**config.mk**
```make
export PLATFORM = sky130hd
export DESIGN_NAME = vga_timing_gen
export DESIGN_NICKNAME = d
export VERILOG_FILES = /design/src/rtl/vga_timing_pkg.sv /design/src/rtl/vga_timing_gen.sv
export SDC_FILE = /design/constraint.sdc
export NUM_CORES = 1
export LEC_CHECK = 0
export CAP_MARGIN = 5
export CORE_ASPECT_RATIO = 0.9
export CORE_MARGIN = 2
export CORE_UTILIZATION = 35
export DETAILED_ROUTE_END_ITERATION = 6
export GPL_ROUTABILITY_DRIVEN = 0
export MAX_ROUTING_LAYER = met4
export SETUP_SLACK_MARGIN = 0.15
export SLEW_MARGIN = 20
export SYNTH_ARGS = -nofsm -noshare
export SYNTH_HDL_FRONTEND = slang
export SYNTH_SLANG_ARGS = --single-unit
```
**constraint.sdc**
```tcl
create_clock -name vga_clk -period 3.8 [get_ports vga_clk]
set_input_delay 0.76 -clock vga_clk [delete_from_list [all_inputs] [get_ports vga_clk]]
set_output_delay 0.76 -clock vga_clk [all_outputs]
set_load 0.05 [all_outputs]
```
**src/rtl/vga_timing_pkg.sv**
```systemverilog
// -----------------------------------------------------------------------------
// vga_timing_pkg
// Shared timing constants and types for the VGA raster generator and the
// sprite/ROM renderers that consume its outputs.
//   - *_DEF localparams : default 640x480@60 timing (25 MHz pixel clock)
//   - TILES_X/TILES_Y   : 16x16-pixel tile grid dimensions (40x30)
//   - pixel_coord_t     : raster coordinate type (DrawX/DrawY)
//   - tile_addr_t       : linear tile index type
//   - mul_const()       : constant multiply built from shifts and adds
//   - in_window()       : half-open range compare [lo, hi)
// -----------------------------------------------------------------------------
package vga_timing_pkg;

  localparam int H_VISIBLE_DEF  = 640;
  localparam int H_FP_DEF       = 16;
  localparam int H_SYNC_DEF     = 96;
  localparam int H_BP_DEF       = 48;
  localparam int V_VISIBLE_DEF  = 480;
  localparam int V_FP_DEF       = 10;
  localparam int V_SYNC_DEF     = 2;
  localparam int V_BP_DEF       = 33;
  localparam int TILE_SHIFT_DEF = 4;
  localparam int FRAME_W_DEF    = 8;

  localparam int H_TOTAL_DEF = H_VISIBLE_DEF + H_FP_DEF + H_SYNC_DEF + H_BP_DEF;
  localparam int V_TOTAL_DEF = V_VISIBLE_DEF + V_FP_DEF + V_SYNC_DEF + V_BP_DEF;

  localparam int TILES_X     = H_VISIBLE_DEF >> TILE_SHIFT_DEF;
  localparam int TILES_Y     = V_VISIBLE_DEF >> TILE_SHIFT_DEF;
  localparam int TILE_ADDR_W = 11;

  typedef logic [9:0]             pixel_coord_t;
  typedef logic [TILE_ADDR_W-1:0] tile_addr_t;

  // Multiply by a constant using only shifts and adds; with a constant k the
  // loop unrolls into a fixed adder tree, so no multiplier is inferred.
  function automatic tile_addr_t mul_const(input tile_addr_t a, input int k);
    tile_addr_t acc;
    acc = '0;
    for (int b = 0; b < TILE_ADDR_W; b++) begin
      if (k[b]) acc = acc + (a << b);
    end
    return acc;
  endfunction

  function automatic logic in_window(input pixel_coord_t v,
                                     input pixel_coord_t lo,
                                     input pixel_coord_t hi);
    return (v >= lo) && (v < hi);
  endfunction

endpackage

```
**src/rtl/vga_timing_gen.sv**
```systemverilog
// -----------------------------------------------------------------------------
// vga_timing_gen
// Raster timing generator (640x480@60 by default) running on the pixel clock.
// All outputs are registered and describe the same raster position in the
// same cycle: every output is computed from the next counter value.
//
// Ports:
//   vga_clk     in   pixel clock, only clock
//   reset       in   synchronous, active-high
//   DrawX       out  current column, 0..H_TOTAL-1
//   DrawY       out  current row, 0..V_TOTAL-1
//   hs          out  horizontal sync, active-low
//   vs          out  vertical sync, active-low (whole lines)
//   blank       out  1 = active video, 0 = blanking
//   line_start  out  1-cycle pulse at DrawX==0
//   frame_start out  1-cycle pulse at DrawX==0, DrawY==0
//   tile_addr   out  (DrawX>>TILE_SHIFT) + (DrawY>>TILE_SHIFT)*tiles per line,
//                    forced to 0 during blanking
//   frame_count out  frames started since reset, wrapping
// -----------------------------------------------------------------------------
module vga_timing_gen
  import vga_timing_pkg::*;
#(
  parameter int H_VISIBLE  = H_VISIBLE_DEF,
  parameter int H_FP       = H_FP_DEF,
  parameter int H_SYNC     = H_SYNC_DEF,
  parameter int H_BP       = H_BP_DEF,
  parameter int V_VISIBLE  = V_VISIBLE_DEF,
  parameter int V_FP       = V_FP_DEF,
  parameter int V_SYNC     = V_SYNC_DEF,
  parameter int V_BP       = V_BP_DEF,
  parameter int TILE_SHIFT = TILE_SHIFT_DEF,
  parameter int FRAME_W    = FRAME_W_DEF
) (
  input  logic                   vga_clk,
  input  logic                   reset,
  output pixel_coord_t           DrawX,
  output pixel_coord_t           DrawY,
  output logic                   hs,
  output logic                   vs,
  output logic                   blank,
  output logic                   line_start,
  output logic                   frame_start,
  output logic [TILE_ADDR_W-1:0] tile_addr,
  output logic [FRAME_W-1:0]     frame_count
);

  localparam int H_TOTAL    = H_VISIBLE + H_FP + H_SYNC + H_BP;
  localparam int V_TOTAL    = V_VISIBLE + V_FP + V_SYNC + V_BP;
  localparam int LINE_TILES = H_VISIBLE >> TILE_SHIFT;

  // Window bounds as 10-bit constants so every compare is width-matched.
  localparam pixel_coord_t H_LAST   = pixel_coord_t'(H_TOTAL - 1);
  localparam pixel_coord_t V_LAST   = pixel_coord_t'(V_TOTAL - 1);
  localparam pixel_coord_t H_ACTIVE = pixel_coord_t'(H_VISIBLE);
  localparam pixel_coord_t V_ACTIVE = pixel_coord_t'(V_VISIBLE);
  localparam pixel_coord_t HS_BEGIN = pixel_coord_t'(H_VISIBLE + H_FP);
  localparam pixel_coord_t HS_END   = pixel_coord_t'(H_VISIBLE + H_FP + H_SYNC);
  localparam pixel_coord_t VS_BEGIN = pixel_coord_t'(V_VISIBLE + V_FP);
  localparam pixel_coord_t VS_END   = pixel_coord_t'(V_VISIBLE + V_FP + V_SYNC);

  pixel_coord_t x_nxt;
  pixel_coord_t y_nxt;
  pixel_coord_t col_idx;
  pixel_coord_t row_idx;
  logic         x_wrap;
  logic         active_nxt;
  logic         hs_nxt;
  logic         vs_nxt;
  logic         sol_nxt;
  logic         sof_nxt;
  tile_addr_t   tile_nxt;

  always_comb begin
    x_wrap     = 1'b0;
    x_nxt      = '0;
    y_nxt      = '0;
    col_idx    = '0;
    row_idx    = '0;
    active_nxt = 1'b0;
    hs_nxt     = 1'b1;
    vs_nxt     = 1'b1;
    sol_nxt    = 1'b0;
    sof_nxt    = 1'b0;
    tile_nxt   = '0;

    // ">=" rather than "==" so an out-of-range count (e.g. an upset) wraps
    // to 0 on the next edge instead of running up to 1023.
    x_wrap = (DrawX >= H_LAST);
    x_nxt  = x_wrap ? '0 : DrawX + 10'd1;

    if (x_wrap) begin
      y_nxt = (DrawY >= V_LAST) ? '0 : DrawY + 10'd1;
    end else begin
      y_nxt = (DrawY > V_LAST) ? '0 : DrawY;
    end

    active_nxt = (x_nxt < H_ACTIVE) && (y_nxt < V_ACTIVE);
    hs_nxt     = !in_window(x_nxt, HS_BEGIN, HS_END);
    vs_nxt     = !in_window(y_nxt, VS_BEGIN, VS_END);
    sol_nxt    = (x_nxt == '0);
    sof_nxt    = (x_nxt == '0) && (y_nxt == '0);

    col_idx = x_nxt >> TILE_SHIFT;
    row_idx = y_nxt >> TILE_SHIFT;
    if (active_nxt) begin
      tile_nxt = mul_const(tile_addr_t'(row_idx), LINE_TILES) + tile_addr_t'(col_idx);
    end
  end

  // Reset parks the raster on the last position of a frame, so the first
  // edge after release lands on (0,0) and the first frame is complete.
  always_ff @(posedge vga_clk) begin
    if (reset) begin
      DrawX       <= H_LAST;
      DrawY       <= V_LAST;
      hs          <= 1'b1;
      vs          <= 1'b1;
      blank       <= 1'b0;
      line_start  <= 1'b0;
      frame_start <= 1'b0;
      tile_addr   <= '0;
      frame_count <= '1;
    end else begin
      DrawX       <= x_nxt;
      DrawY       <= y_nxt;
      hs          <= hs_nxt;
      vs          <= vs_nxt;
      blank       <= active_nxt;
      line_start  <= sol_nxt;
      frame_start <= sof_nxt;
      tile_addr   <= tile_nxt;
      if (sof_nxt) frame_count <= frame_count + FRAME_W'(1);
    end
  end

endmodule

```
Yosys cells after proc, flatten, opt, wreduce, memory -nomap -nowiden
Index checks and enable logic that the tools add are counted.
{ "totals": {"reg_bits": 44, "inputBits": 2} }
{ "classes": {"add_sub_neg": 5, "n_lt_le_gt_ge": 9, "muxes": 6, "n_bitwise": 1, "reduce_logical": 9} }
{ "op_table": {"columns": ["cell", "n"], "rows": [
  ["$mux W10", 4],
  ["$ge A10 B10 Y1 const B", 3],
  ["$mux W11", 2],
  ["$add A10 B1 Y10 const B", 2],
  ["$logic_not A10 Y1", 2],
  ["$lt A10 B10 Y1 const B", 2],
  ["$lt A10 B9 Y1 const B", 2],
  ["$add A11 B11 Y11", 1],
  ["$add A11 B6 Y11", 1],
  ["$ge A10 B9 Y1 const B", 1],
  ["$gt A10 B10 Y1 const B", 1],
  ["$add A8 B1 Y8 const B", 1],
  ["$logic_and A1 B1 Y1", 4],
  ["$logic_not A1 Y1", 2],
  ["$reduce_or A2 Y1", 1],
  ["$not A1 Y1", 1]
]} }

Longest topological paths before layout
{ "depth": {"word_depth": 9, "depth_mapped": 17, "ltp_nobuf": 17} }

Worst setup path before layout
No wires, ideal clock.
{ "synth_timing": {"path_type": "flip-flop to flip-flop", "start": "register DrawX[1]", "end": "register tile_addr[9]", "setup_time_ns": 0.117, "arrival_time_ns": 3.789, "t_required_ns": 3.683, "path_slack_ns": -0.106, "stages_incl_launch_ff": 17, "period_less_slack_ns": 3.906, "cell_sequence": "dfxtp_1 -> ha_1 -> nand4_1 -> a21oi_1 -> clkbuf_1 -> clkbuf_1 -> nand2_1 -> o31ai_1 -> ha_1 -> inv_1 -> fa_1 -> nor2b_1 -> o21ai_0 -> nand2b_1 -> nor4_2 -> xnor2_1 -> nor2_1"} }
{ "synth_via": {"elab_chain_cells": 6} }
{ "synth_lines": {"columns": ["item", "line_no", "text"], "rows": [
  ["start: declaration", "vga_timing_gen.sv:37", "output pixel_coord_t DrawX,"],
  ["start signal: assignment", "vga_timing_gen.sv:125", "DrawX <= x_nxt;"],
  ["$ge A10 B10 Y1 (*)", "vga_timing_gen.sv:89", "x_wrap = (DrawX >= H_LAST);"],
  ["$mux W10 (*)", "vga_timing_gen.sv:92", "if (x_wrap) begin"],
  ["net y_nxt[4]", "vga_timing_gen.sv:63", "pixel_coord_t y_nxt;"],
  ["$mux W11 / $lt A10 B9 Y1 (equally long branches)", "vga_timing_gen.sv:106, vga_timing_gen.sv:98", null],
  ["$add A11 B11 Y11 / $logic_and A1 B1 Y1 (equally long branches)", "vga_timing_pkg.sv:41, vga_timing_gen.sv:98", null],
  ["$mux W11 / $not A1 Y1 (equally long branches)", null, null],
  ["$add A11 B6 Y11 / $reduce_or A2 Y1 (equally long branches)", null, null],
  ["end signal: assignment", "vga_timing_gen.sv:132", "tile_addr <= tile_nxt;"],
  ["end: declaration", "vga_timing_gen.sv:44", "output logic [TILE_ADDR_W-1:0] tile_addr,"]
]} }
Mark *: on every way through the listed nets, which the timed path passes. The rest lies on a longest branch. The select of a mux whose other input is x is not followed.
A chain may end at the register's enable or synchronous reset.

Worst setup path in the final report
{ "layout_timing": {"start": "register DrawX[7]", "end": "register tile_addr[9]"} }
The elaborated chain is that of the path after synthesis.

==> summary.txt <==
CTS
------------------------------------------------------------------------------------
Clk slew on worst S/H paths                                                  0.08 ns
Clock sink total                                                                  44
Bufs on Longest Clock Path                                                         2
H-tree levels                                                                      2
Number of buffers created by CTS                                                   5
Clock insertion delay at the later pin of the skew report                    0.29 ns
Clock tree root buffer cell                                             sky130_fd_sc_hd__clkbuf_8
CTS tree                                                                        done

PWR
------------------------------------------------------------------------------------
Sequential Power Share                                                         24.6%
Switching share of power                                                       47.9%
Cell internal power dissipation                                              1.41 mW
Worst vdd ir                                                                  377 uV
Power density of the placed cells                                        796 nW/um^2
Proportion of power drawn by combinational gates                               64.9%
Static leakage                                                               1.32 nW
Power share of the clock group                                                 10.5%
Net Switching                                                                1.29 mW

GLOBAL ROUTING
------------------------------------------------------------------------------------
Vias in the first global route                                                  2199
Overall fraction of global-route tracks in use                                 17.2%
Wire length of the first global-routing pass                                10800 um
Number of antenna violations at the first check in global routing                  0
Remaining Overflow, GRT                                                            0
Largest net degree at the start of global routing                                 20

LOGIC SYNTHESIS
------------------------------------------------------------------------------------
Simple-gate share of the synthesized area                                      27.2%
Yosys cell types                                                                  63
Number of enable-type register cells in the synthesized netlist                    0
Mux share of post-synthesis cell area                                         0.787%
Synth top area share                                                           34.6%
Count of mapped cells out of synthesis                                           301
Top cells by count, synth                                               44 x sky130_fd_sc_hd__dfxtp_1, 31 x sky130_fd_sc_hd__nor2_1, 23 x sky130_fd_sc_hd__nand2_1
Fraction of the yosys area taken by sequential cells                           34.6%
Synthesized-area fraction occupied by ao, oa, aoi and oai cells                21.1%
Count leader, synth                                                     sky130_fd_sc_hd__dfxtp_1
Cells taking the most area after synthesis                              sky130_fd_sc_hd__dfxtp_1 35%, sky130_fd_sc_hd__ha_1 5.4%, sky130_fd_sc_hd__nor2_1 4.6%
Cell type with the highest aggregate area in the netlist                sky130_fd_sc_hd__dfxtp_1
Adder-cell share of the synthesized area                                       6.99%
Commonest register cell after synthesis                                 sky130_fd_sc_hd__dfxtp_1
Main combinational cell family by area after synthesis                  simple AND/OR/NAND/NOR gates
Syn_nets                                                                         316
Netlist Area Pre-Place                                                    2540 sq um
Proportion of synthesized flip-flops having asynchronous set or reset             0%
FF+latch count, synth                                                             44
XOR/XNOR share of the synthesized area                                         4.48%
YS warnings                                                                        0
Syn avg cell area                                                         8.45 sq um

DIE
------------------------------------------------------------------------------------
Core footprint                                                            7040 sq um
X dimension of the die                                                       93.8 um
Die Y                                                                        84.9 um
Number of I/O pins                                                                46
Std-Cell Rows                                                                     29
Starting density of the core                                                   36.1%
Die area                                                                  7960 sq um

TIMING
------------------------------------------------------------------------------------
Post-layout min period                                                       3.45 ns
Fin Hold WS                                                                 0.505 ns
Post-route fraction of the period consumed by the critical path                90.9%
Post-route setup TNS                                                            0 ns
Final count of negative-setup-slack endpoints                                      0
Final Hold Violating Endpoints                                                     0
Final slew viol count                                                              0
Transition time of the tightest slew-check pin                              0.757 ns
Setup repair after global routing missed its margin                               no
Highest attainable clock frequency                                           290 MHz
Relative slew slack                                                            48.1%
Clock Skew                                                                0.00755 ns
Worst Setup Slack, final                                                    0.348 ns

WORST SETUP PATH
------------------------------------------------------------------------------------
CP Class                                                                     reg2reg
Largest fanout of any net on the critical path                                    11
Required time at the endpoint of the critical path                           3.97 ns
Arrival time at the worst endpoint                                           3.63 ns
Minimum setup slack among reg-to-reg paths                                   0.35 ns
Worst Setup Start Kind                                                     flip-flop
Critical Path End Type                                                     flip-flop

CELLS AND AREA
------------------------------------------------------------------------------------
Layout cells sized above 1                                                     17.5%
Finished Core Util                                                             48.2%
Layout Area Growth over Synthesis                                              33.3%
Net count reported at finish                                                     380
Inserted Diodes                                                                    0
Combined area of the multi-input logic cells                              1610 sq um
Final std cells w/o fill                                                         458
Total of fill cells in the finished design                                       701
Sequential Area                                                            895 sq um

DRT
------------------------------------------------------------------------------------
Final routed wirelength across all metal layers                              6530 um
Number of antenna-violating nets in the routed design                              0
Violation count after the first detailed-routing iteration                        88
Routed wirelength normalized by instance count                               14.3 um
Drc violations                                                                     0
First-pass iteration count of the detailed router                                  4
Vias                                                                            2479
Ratio of routed vias to standard cells                                          5.41

WORST HOLD PATH
------------------------------------------------------------------------------------
Class of the worst hold path                                                 reg2reg

OUTCOME
------------------------------------------------------------------------------------
Result of the run                                                          completed

PLACE
------------------------------------------------------------------------------------
Worst-case setup slack after placement                                      0.275 ns
Port Buf Inserts                                                                  45
Hpwl dp                                                                      4650 um
Cell total after placement                                                       440

FLOW RUN
------------------------------------------------------------------------------------
Total of max-cap violations                                                        0

## sequential cells by signal (all words and copies together) (netlist names)
| name | cells |
|---|---|
| hs | 1 |
| DrawX | 10 |
| frame_start | 1 |
| vs | 1 |
| DrawY | 10 |
| frame_count | 8 |
| line_start | 1 |
| blank | 1 |
| tile_addr | 11 |
## routing by layer
metal / vias to the layer above / global-route usage (%) / wire length [um]
met5: - / - / 0
met4: 0 / 4.74 / 72
met3: 4 / 2.75 / 322
met2: 72 / 25.3 / 2910
met1: 1179 / 24.4 / 3220
li1: 1224 / - / -
## cell usage in the layout, fill, tap and decap left out, types with 7 or more instances in the layout
cell and count:
sky130_fd_sc_hd__clkdlybuf4s50_1 45, sky130_fd_sc_hd__dfxtp_1 37, sky130_fd_sc_hd__or3_1 9, sky130_fd_sc_hd__nand3_1 19, sky130_fd_sc_hd__nor3_1 9, sky130_fd_sc_hd__nor2_1 31, sky130_fd_sc_hd__a21oi_1 11, sky130_fd_sc_hd__nand2_1 23
sky130_fd_sc_hd__buf_4 23, sky130_fd_sc_hd__inv_1 14, sky130_fd_sc_hd__o21ai_0 16, sky130_fd_sc_hd__xnor2_1 7
## power groups by stage
stage | Clock [mW] | Combinational (mW) | Sequential [mW]
finish | 0.284 | 1.75 | 0.663
global route | 0.314 | 1.88 | 0.682
CTS | 0.292 | 1.57 | 0.654
detailed placement | 0 | 1.57 | 0.664
global placement | 0 | 1.57 | 0.664
floorplan | 0 | 0.852 | 0.933
## through the flow
stage          power [mW]  instance area, sq um
2_1_floorplan        1.78                  2550
3_3_place_gp         2.23                  3140
3_5_place_dp         2.23                  3140
4_1_cts              2.52                  3220
5_1_grt              2.88                  3390
6_report             2.70                  3390
## repair_timing
action                                  CTS  global route
hold buffers                              0             0
gates resized for setup                   0            24
setup buffers                             0            11
endpoints found under the setup margin    0             3
## path summary, 6_finish.rpt
check                                    from                          end  cells after the start
hold reg to reg   frame_count[7]$_SDFFE_PP1P_  frame_count[7]$_SDFFE_PP1P_                      2
hold / removal    frame_count[7]$_SDFFE_PP1P_  frame_count[7]$_SDFFE_PP1P_                      2
setup reg to reg          DrawX[7]$_SDFF_PP0_      tile_addr[9]$_SDFF_PP0_                     14
setup / recovery          DrawX[7]$_SDFF_PP0_      tile_addr[9]$_SDFF_PP0_                     14
## kinds of logic (layout without fill, tap and decap cells)
group           count (synthesis)  count (layout)
simple gates                  131             131
compound gates                 72              72
flops                          44              44
buf+inv                        26              90
fa+ha+maj                      13              13
xor+xnor                       13              13
mux                             2               2
## cell type report
type                    count  area share, %
clock buffers               5           2.03
flip-flops and latches     44           26.4
multi-input cells         231           47.6
well taps                  93           3.43
inverters                  15           1.77
clock inverters             2          0.369
repair buffers             68           18.4
## worst max-delay path, cell delays in order, from the launching register on
cell                         delay [ns]
sky130_fd_sc_hd__dfxtp_1           0.39
sky130_fd_sc_hd__nor3_1            0.49
sky130_fd_sc_hd__a21oi_2           0.15
sky130_fd_sc_hd__buf_4             0.20
sky130_fd_sc_hd__a31oi_1           0.16
sky130_fd_sc_hd__a31o_4            0.17
sky130_fd_sc_hd__clkinvlp_4        0.15
sky130_fd_sc_hd__buf_4             0.16
sky130_fd_sc_hd__ha_1              0.32
sky130_fd_sc_hd__a21o_1            0.21
sky130_fd_sc_hd__and2_1            0.16
sky130_fd_sc_hd__a311o_1           0.30
sky130_fd_sc_hd__nor4_2            0.26
sky130_fd_sc_hd__xnor2_1           0.15
sky130_fd_sc_hd__nor2_1            0.05
Note: power is estimated with default switching activity, not from simulation.
